==> src/rtl/ivs_ahb_mst.sv <==
// Single-transfer AHB-Lite initiator: turns a valid/ready register command into one
// NONSEQ word transfer and returns read data / error status on a valid/ready response.
module ivs_ahb_mst #(
    parameter int         TOUT_W    = 8,
    parameter int         TOUT_MAX  = 255,
    parameter logic [3:0] HPROT_VAL = 4'b0011
) (
    input  logic        hclk,
    input  logic        hrst_n,
    input  logic        cmd_valid,
    output logic        cmd_ready,
    input  logic        cmd_write,
    input  logic [31:0] cmd_addr,
    input  logic [31:0] cmd_wdata,
    output logic        rsp_valid,
    input  logic        rsp_ready,
    output logic [31:0] rsp_rdata,
    output logic        rsp_err,
    output logic        rsp_tout,
    output logic        busy,
    output logic [1:0]  htrans,
    output logic        hwrite,
    output logic [31:0] haddr,
    output logic [31:0] hwdata,
    output logic [2:0]  hsize,
    output logic [2:0]  hburst,
    output logic [3:0]  hprot,
    input  logic        hready,
    input  logic [1:0]  hresp,
    input  logic [31:0] hrdata
);
    // state | meaning
    // IDLE  | waiting for a command, cmd_ready high
    // ADDR  | address phase, NONSEQ on the bus until hready
    // DATA  | data phase, hwdata held until hready
    // RESP  | response held on rsp_* until rsp_ready
    typedef enum logic [1:0] {S_IDLE, S_ADDR, S_DATA, S_RESP} state_t;

    localparam logic [1:0] HTRANS_IDLE   = 2'b00;
    localparam logic [1:0] HTRANS_NONSEQ = 2'b10;
    // Abort on the edge that samples the TOUT_MAX-th consecutive low hready cycle.
    localparam logic [TOUT_W-1:0] CNT_LAST = TOUT_W'(TOUT_MAX - 1);

    state_t             state_q, state_d;
    logic [TOUT_W-1:0]  cnt_q, cnt_d;
    logic               err_q, err_d;
    logic [31:0]        wdata_q, wdata_d;
    logic [1:0]         htrans_d;
    logic               hwrite_d;
    logic [31:0]        haddr_d, hwdata_d, rdata_d;
    logic               rerr_d, rtout_d;
    logic               tout_hit, resp_bad;

    assign cmd_ready = (state_q == S_IDLE);
    assign rsp_valid = (state_q == S_RESP);
    assign busy      = (state_q != S_IDLE);
    assign hsize     = 3'b010;
    assign hburst    = 3'b000;
    assign hprot     = HPROT_VAL;
    assign tout_hit  = (cnt_q == CNT_LAST);
    assign resp_bad  = (hresp != 2'b00);

    always_comb begin
        state_d  = state_q;
        cnt_d    = cnt_q;
        err_d    = err_q;
        wdata_d  = wdata_q;
        htrans_d = htrans;
        hwrite_d = hwrite;
        haddr_d  = haddr;
        hwdata_d = hwdata;
        rdata_d  = rsp_rdata;
        rerr_d   = rsp_err;
        rtout_d  = rsp_tout;
        case (state_q)
            S_IDLE: begin
                if (cmd_valid) begin
                    state_d  = S_ADDR;
                    htrans_d = HTRANS_NONSEQ;
                    hwrite_d = cmd_write;
                    haddr_d  = cmd_addr & 32'hFFFF_FFFC;
                    wdata_d  = cmd_wdata;
                    cnt_d    = '0;
                end
            end
            S_ADDR: begin
                if (hready) begin
                    state_d  = S_DATA;
                    htrans_d = HTRANS_IDLE;
                    hwdata_d = wdata_q;
                    cnt_d    = '0;
                end else if (tout_hit) begin
                    state_d  = S_RESP;
                    htrans_d = HTRANS_IDLE;
                    rdata_d  = '0;
                    rerr_d   = 1'b1;
                    rtout_d  = 1'b1;
                    cnt_d    = '0;
                end else begin
                    cnt_d = cnt_q + TOUT_W'(1);
                end
            end
            S_DATA: begin
                if (resp_bad) err_d = 1'b1;
                if (hready) begin
                    state_d = S_RESP;
                    rdata_d = hwrite ? 32'h0 : hrdata;
                    rerr_d  = err_q | resp_bad;
                    rtout_d = 1'b0;
                    cnt_d   = '0;
                end else if (tout_hit) begin
                    state_d = S_RESP;
                    rdata_d = '0;
                    rerr_d  = 1'b1;
                    rtout_d = 1'b1;
                    cnt_d   = '0;
                end else begin
                    cnt_d = cnt_q + TOUT_W'(1);
                end
            end
            S_RESP: begin
                if (rsp_ready) begin
                    state_d = S_IDLE;
                    err_d   = 1'b0;
                end
            end
            default: state_d = S_IDLE;
        endcase
    end

    always_ff @(posedge hclk or negedge hrst_n) begin
        if (!hrst_n) state_q <= S_IDLE;
        else         state_q <= state_d;
    end

    always_ff @(posedge hclk or negedge hrst_n) begin
        if (!hrst_n) begin
            cnt_q     <= '0;
            err_q     <= 1'b0;
            wdata_q   <= '0;
            htrans    <= HTRANS_IDLE;
            hwrite    <= 1'b0;
            haddr     <= '0;
            hwdata    <= '0;
            rsp_rdata <= '0;
            rsp_err   <= 1'b0;
            rsp_tout  <= 1'b0;
        end else begin
            cnt_q     <= cnt_d;
            err_q     <= err_d;
            wdata_q   <= wdata_d;
            htrans    <= htrans_d;
            hwrite    <= hwrite_d;
            haddr     <= haddr_d;
            hwdata    <= hwdata_d;
            rsp_rdata <= rdata_d;
            rsp_err   <= rerr_d;
            rsp_tout  <= rtout_d;
        end
    end
endmodule

==> config.mk <==
export PLATFORM = sky130hd
export DESIGN_NAME = ivs_ahb_mst
export DESIGN_NICKNAME = d
export VERILOG_FILES = /design/src/rtl/ivs_ahb_mst.sv
export SDC_FILE = /design/constraint.sdc
export NUM_CORES = 1
export LEC_CHECK = 0
export CORE_ASPECT_RATIO = 1.4
export CORE_MARGIN = 4
export CORE_UTILIZATION = 44
export CTS_CLUSTER_SIZE = 28
export DETAILED_ROUTE_END_ITERATION = 10
export GPL_TIMING_DRIVEN = 0
export PLACE_DENSITY_LB_ADDON = 0.1
export SLEW_MARGIN = 10
export SYNTH_ARGS = -nofsm -noshare
export SYNTH_HDL_FRONTEND = slang
export SYNTH_SLANG_ARGS = --single-unit
==> constraint.sdc <==
create_clock -name hclk -period 1.95 [get_ports hclk]
set_input_delay 0.39 -clock hclk [delete_from_list [all_inputs] [get_ports hclk]]
set_output_delay 0.39 -clock hclk [all_outputs]
set_load 0.01 [all_outputs]
== Yosys cells after proc, flatten, opt, wreduce, memory -nomap -nowiden ==
Index checks and enable logic that the tools add are counted.

* Register bits after elaboration: 142
* Input port bits: 104
* Output and inout bits: 114
* Logic and storage cells: 67

* Add/subtract/negate cells: 1
* Equality and inequality tests: 9
* Multiplexer cells: 30
* Bitwise logic cells: 1
* Reduce and logical (&&, ||, !) cells: 15

{| class="wikitable"
|+ Operators by type and width
! operator !! count
|-
| two-way mux 32 bit || 4
|-
| one-hot mux 32 bit (2 select lines) || 1
|-
| two-way mux 8 bit || 3
|-
| two-way mux 2 bit || 8
|-
| one-hot mux 8 bit (2 select lines) || 1
|-
| nonzero test 2 bit || 6
|-
| AND reduction 2 bit || 5
|-
| adder 8 x 1 -> 8 bit, second input constant || 1
|-
| == test 8 bit, second input constant || 1
|-
| two-way mux 1 bit || 8
|-
| one-hot mux 2 bit (4 select lines) || 1
|-
| inequality test 2 bit, second input constant || 3
|-
| one-hot mux 1 bit (2 select lines) || 3
|-
| AND reduction 3 bit || 2
|-
| == test 2 bit, second input constant || 2
|-
| one-hot mux 2 bit (2 select lines) || 1
|-
| inequality test 3 bit, second input constant || 1
|-
| == test 2 x 1 -> 1 bit, second input constant || 1
|-
| logical NOT 2 bit || 1
|-
| inequality test 2 x 1 -> 1 bit, second input constant || 1
|-
| OR reduction 2 bit || 1
|-
| bitwise OR 1 bit || 1
|}

== Longest topological paths before layout ==
* Depth after elaboration: 4
* Gate-level depth with buffers: 8
* Depth with buffers taken out: 6

== Least setup slack after synthesis ==
OpenSTA, ideal clock, no wires.

* Path type: flip-flop to flip-flop
* Start point: register state_q[0]
* End point: register haddr[10]
* Library setup time: 0.125 ns
* Arrival: 1.674 ns
* Required time: 1.825 ns
* Slack: 0.151 ns
* Stages on the path, launching flop included: 7
* Path buffers: 2
* Period minus slack after synthesis: 1.799 ns
* Path through: dfrtp_1 inv_1 ha_1 nand2_1 clkbuf_1 buf_2 mux2_2

* Cells in the longest elaborated chain, start to end: 2

{| class="wikitable"
|+ Ends and longest elaborated chain
! element !! RTL line !! RTL
|-
| start, declared || 44 || <nowiki>state_t state_q, state_d;</nowiki>
|-
| start signal, assigned || 133 || <nowiki>else state_q <= state_d;</nowiki>
|-
| logical NOT 2 bit || n/a ||
|-
| named net cmd_ready || 11 || <nowiki>output logic cmd_ready,</nowiki>
|-
| AND reduction 2 bit (no line) || n/a ||
|-
| end signal, assigned || 154 || <nowiki>haddr <= haddr_d;</nowiki>
|-
| end, declared || 23 || <nowiki>output logic [31:0] haddr,</nowiki>
|}

The timed path passes the listed nets, and every way through them passes these cells.
A chain may end at the register's enable or synchronous reset.

== Final worst setup path ==
* Start point: register state_q[1]
* End point: output rsp_valid

* Cells in the longest elaborated chain, start to end: 1

{| class="wikitable"
|+ Ends and longest elaborated chain
! element !! RTL line !! RTL
|-
| == test 2 bit || 55 || <nowiki>assign rsp_valid = (state_q == S_RESP);</nowiki>
|-
| end, declared || 15 || <nowiki>output logic rsp_valid,</nowiki>
|}

Every way passes these cells.

==> flow_metrics.tcl <==
set metrics [dict create \
    status "finished, final reports clean" \
    clock_skew_ns 0.008092 \
    vias 4260 \
    finalSetupViolCount 0 \
    grt_first_pass_wirelength_um 22380 \
    fin_nets 794 \
    grt_antenna_before_repair 0 \
    hold_ws_ns 0.4887 \
    crit_type "flop to primary output" \
    synth_warnings 0 \
    crit_arrival_ns 1.47 \
    grt.busiest_layer "met2" \
    worst_path_max_delay_cell "dfrtp_1" \
    rrSetupSlack_ns 0.13 \
    synth.distinct_cells 38 \
    clk_latency_ns 0.41 \
    via_per_inst 5.012 \
    die_h_um 142.9 \
    cts_root_buf "clkbuf_16" \
    whs_path_depth 1 \
    worst_pin_slew_ns 0.6537 \
    wl_um 13900 \
    place_congestion 0.7964 \
    dieArea_um2 14910 \
    synth_top_area_cell "dfrtp_1" \
    grt_util_met2 0.3251 \
    yosys-top-cells-area "dfrtp_1 (62%), mux2_2 (19%), nand2_1 (3.0%), a21oi_1 (3.0%), nor2_1 (2.4%)" \
    drt_pass1_iterations 4 \
    core_um2 12810 \
    die_width_um 104.4 \
    use_met1 0.2080 \
    synth_area_um2 5719 \
    max-vdd-ir-drop_uv 781.2 \
    grt_usage 0.1871 \
    cts_htree_levels 4 \
    grt_max_degree 77 \
    yosysSeqAreaShare 0.6169 \
    drc_errors 0 \
    area_delta_synth_final_pct 52.72 \
    rsz0062_at_grt "false" \
    worstRegToRegCells 6 \
    rr_endpoint "cnt_q[6]$_DFFE_PN0P_" \
    period_needed_ns 1.863 \
    start_kind "flop" \
    port-buffer-count 202 \
    syn_area_per_cell_um2 12.71 \
    hold_path_class "flop to flop" \
    cts_tree "done" \
    yosysTopAreaCellShare 0.6169 \
    worst_hold_path.endpoint "err_q$_DFFE_PN0P_" \
    pwr_density_cell_nw_per_um2 1577 \
    leakagePower_nw 3.743 \
    synth_seq_cells 141 \
    crit_fanout 4 \
    drv_cap 0 \
    min-delay-start "err_q$_DFFE_PN0P_" \
    dp_hpwl_um 10430 \
    required_ns 1.56 \
    fmax_mhz 536.7 \
    synth-edff-count 0 \
    max_stage_delay_ns 0.37 \
    cts_buffers 17 \
    ys.flop_type "dfrtp_1" \
    synth_common_cells "dfrtp_1 (141), mux2_2 (95), nand2_1 (46)" \
    min_period_over_period 0.9555 \
    io_pins 218 \
    path_clk_slew_ns 0.06 \
    slew_viol_final 0 \
    path_buf_inv 2 \
    placementRows 49 \
    async_reset_ff_frac 1.000 \
    grt_pass1_vias 4587 \
    drive_gt1_frac 0.2453 \
    cts_buffer_depth 2 \
    fin_util 0.6817 \
    synth_cells 450 \
    hold_viol 0 \
    use_met3 0.07870 \
    n_antenna_cell 0 \
    cp_top_family "buffers and inverters" \
    cts_sinks 141 \
    cp-end-kind "primary output" \
    synth.most_common_cell "dfrtp_1" \
    crit_chain "buf_4, ha_1, dlygate4sd2_1" \
    ant_nets 0 \
    slew_headroom 0.5603 \
    r2r-start "cnt_q[0]$_DFFE_PN0P_" \
    wire_per_inst_um 16.35 \
    grt_overflow 0 \
    drt_iter0_drc 130 \
    initial_core_util 0.4463 \
]
-- worst register-to-register path, stage by stage (launching register included) --
cell and delay [ns]:
dfrtp_1 0.43, inv_1 0.07, ha_1 0.25, a41o_1 0.26, buf_6 0.14, or4_1 0.52, o211ai_2 0.09
-- layout make-up --
cell class / count / area [µm²]
Sequential cell: 141 / 3528
Multi-Input combinational cell: 276 / 2026
Fill cell: 971 / 4079
Inverter: 10 / 37.54
Clock inverter: 13 / 237.7
Tap cell: 153 / 191.4
Buffer: 33 / 216.5
Timing Repair Buffer: 205 / 2064
Clock buffer: 19 / 432.9
-- sequential cells by signal (all words and copies together) (netlist names) --
signal and count:
haddr 30, state_q 2, wdata_q 32, cnt_q 8, hwrite 1, rsp_tout 1, rsp_err 1, err_q 1
htrans 1, rsp_rdata 32, hwdata 32
-- layout by cell type, fill, tap and decap left out, types with 5 or more instances in the layout --
master,netlist,routed
mux2_2,95,95
conb_1,2,13
buf_4,13,14
nor2_1,37,35
nand3_1,5,5
clkdlybuf4s50_1,0,198
dfrtp_1,141,141
nand2_1,46,45
bufinv_16,0,6
inv_1,10,9
buf_2,12,11
clkbuf_16,0,17
o21ai_0,7,7
a21oi_1,34,34
clkbuf_4,0,5
-- metal layers --
metal  routed length, µm  up-vias  part of all wire
met5                   0        -                 0
met4                 199        0             0.014
met3                1189       18             0.086
met2                7203      168              0.52
met1                5308     2086              0.38
li1                    -     1988                 -
-- per-stage QoR --
| step | total power [mW] | setup TNS, ns | area (µm²) | setup WS (ns) | instances |
|---|---|---|---|---|---|
| floorplan | 7.414 | 0 | 5761 | 0.1515 | 461 |
| global placement | 9.988 | -730.67 | 7974 | -4.981 | 816 |
| detailed placement | 10.20 | -33.22 | 8003 | -0.3844 | 817 |
| CTS | 13.91 | -0.04859 | 8701 | -0.04859 | 851 |
| global route | 14.57 | 0 | 8735 | 0.004172 | 850 |
| finish | 13.77 | 0 | 8735 | 0.08686 | 850 |
-- report_power, final --
part           leakage, nW  internal [mW]  switching, mW
Sequential            1.73           4.22          0.659
Combinational         1.70           3.12           2.15
Clock                0.314           2.41           1.21
-- cells by family after synthesis --
family	Yosys count	share of synthesized area
adders and majority gates	6	0.01313
DFF	141	0.6169
muxes	96	0.1888
AOI/OAI and AO/OA	60	0.06432
buffers and inverters	44	0.04135
and+or+nand+nor	101	0.07416
other	2	0.001313
-- what timing repair did --
item                                    4_1_cts  5_1_grt
endpoints found under the setup margin      127       99
pin swaps                                     0        1
hold buffers                                  1        0
resized for setup                            12       15
hold endpoints to repair                     55        0
gates cloned                                  0        0
buffers inserted                              1        0
-- worst max path at each step --
stage,startpoint,end,depth (start not counted)
5_1_grt,state_q[0]$_DFFE_PN0P_,rsp_rdata[14]$_DFFE_PN0P_,6
6_report,state_q[1]$_DFFE_PN0P_,rsp_valid,3
3_5_place_dp,cmd_valid,wdata_q[17]$_DFFE_PN0P_,5
4_1_cts,state_q[0]$_DFFE_PN0P_,busy,4
2_1_floorplan,state_q[0]$_DFFE_PN0P_,haddr[10]$_DFFE_PN0P_,6
3_3_place_gp,hrst_n,haddr[14]$_DFFE_PN0P_,1
Note: power is estimated with default switching activity, not from simulation.
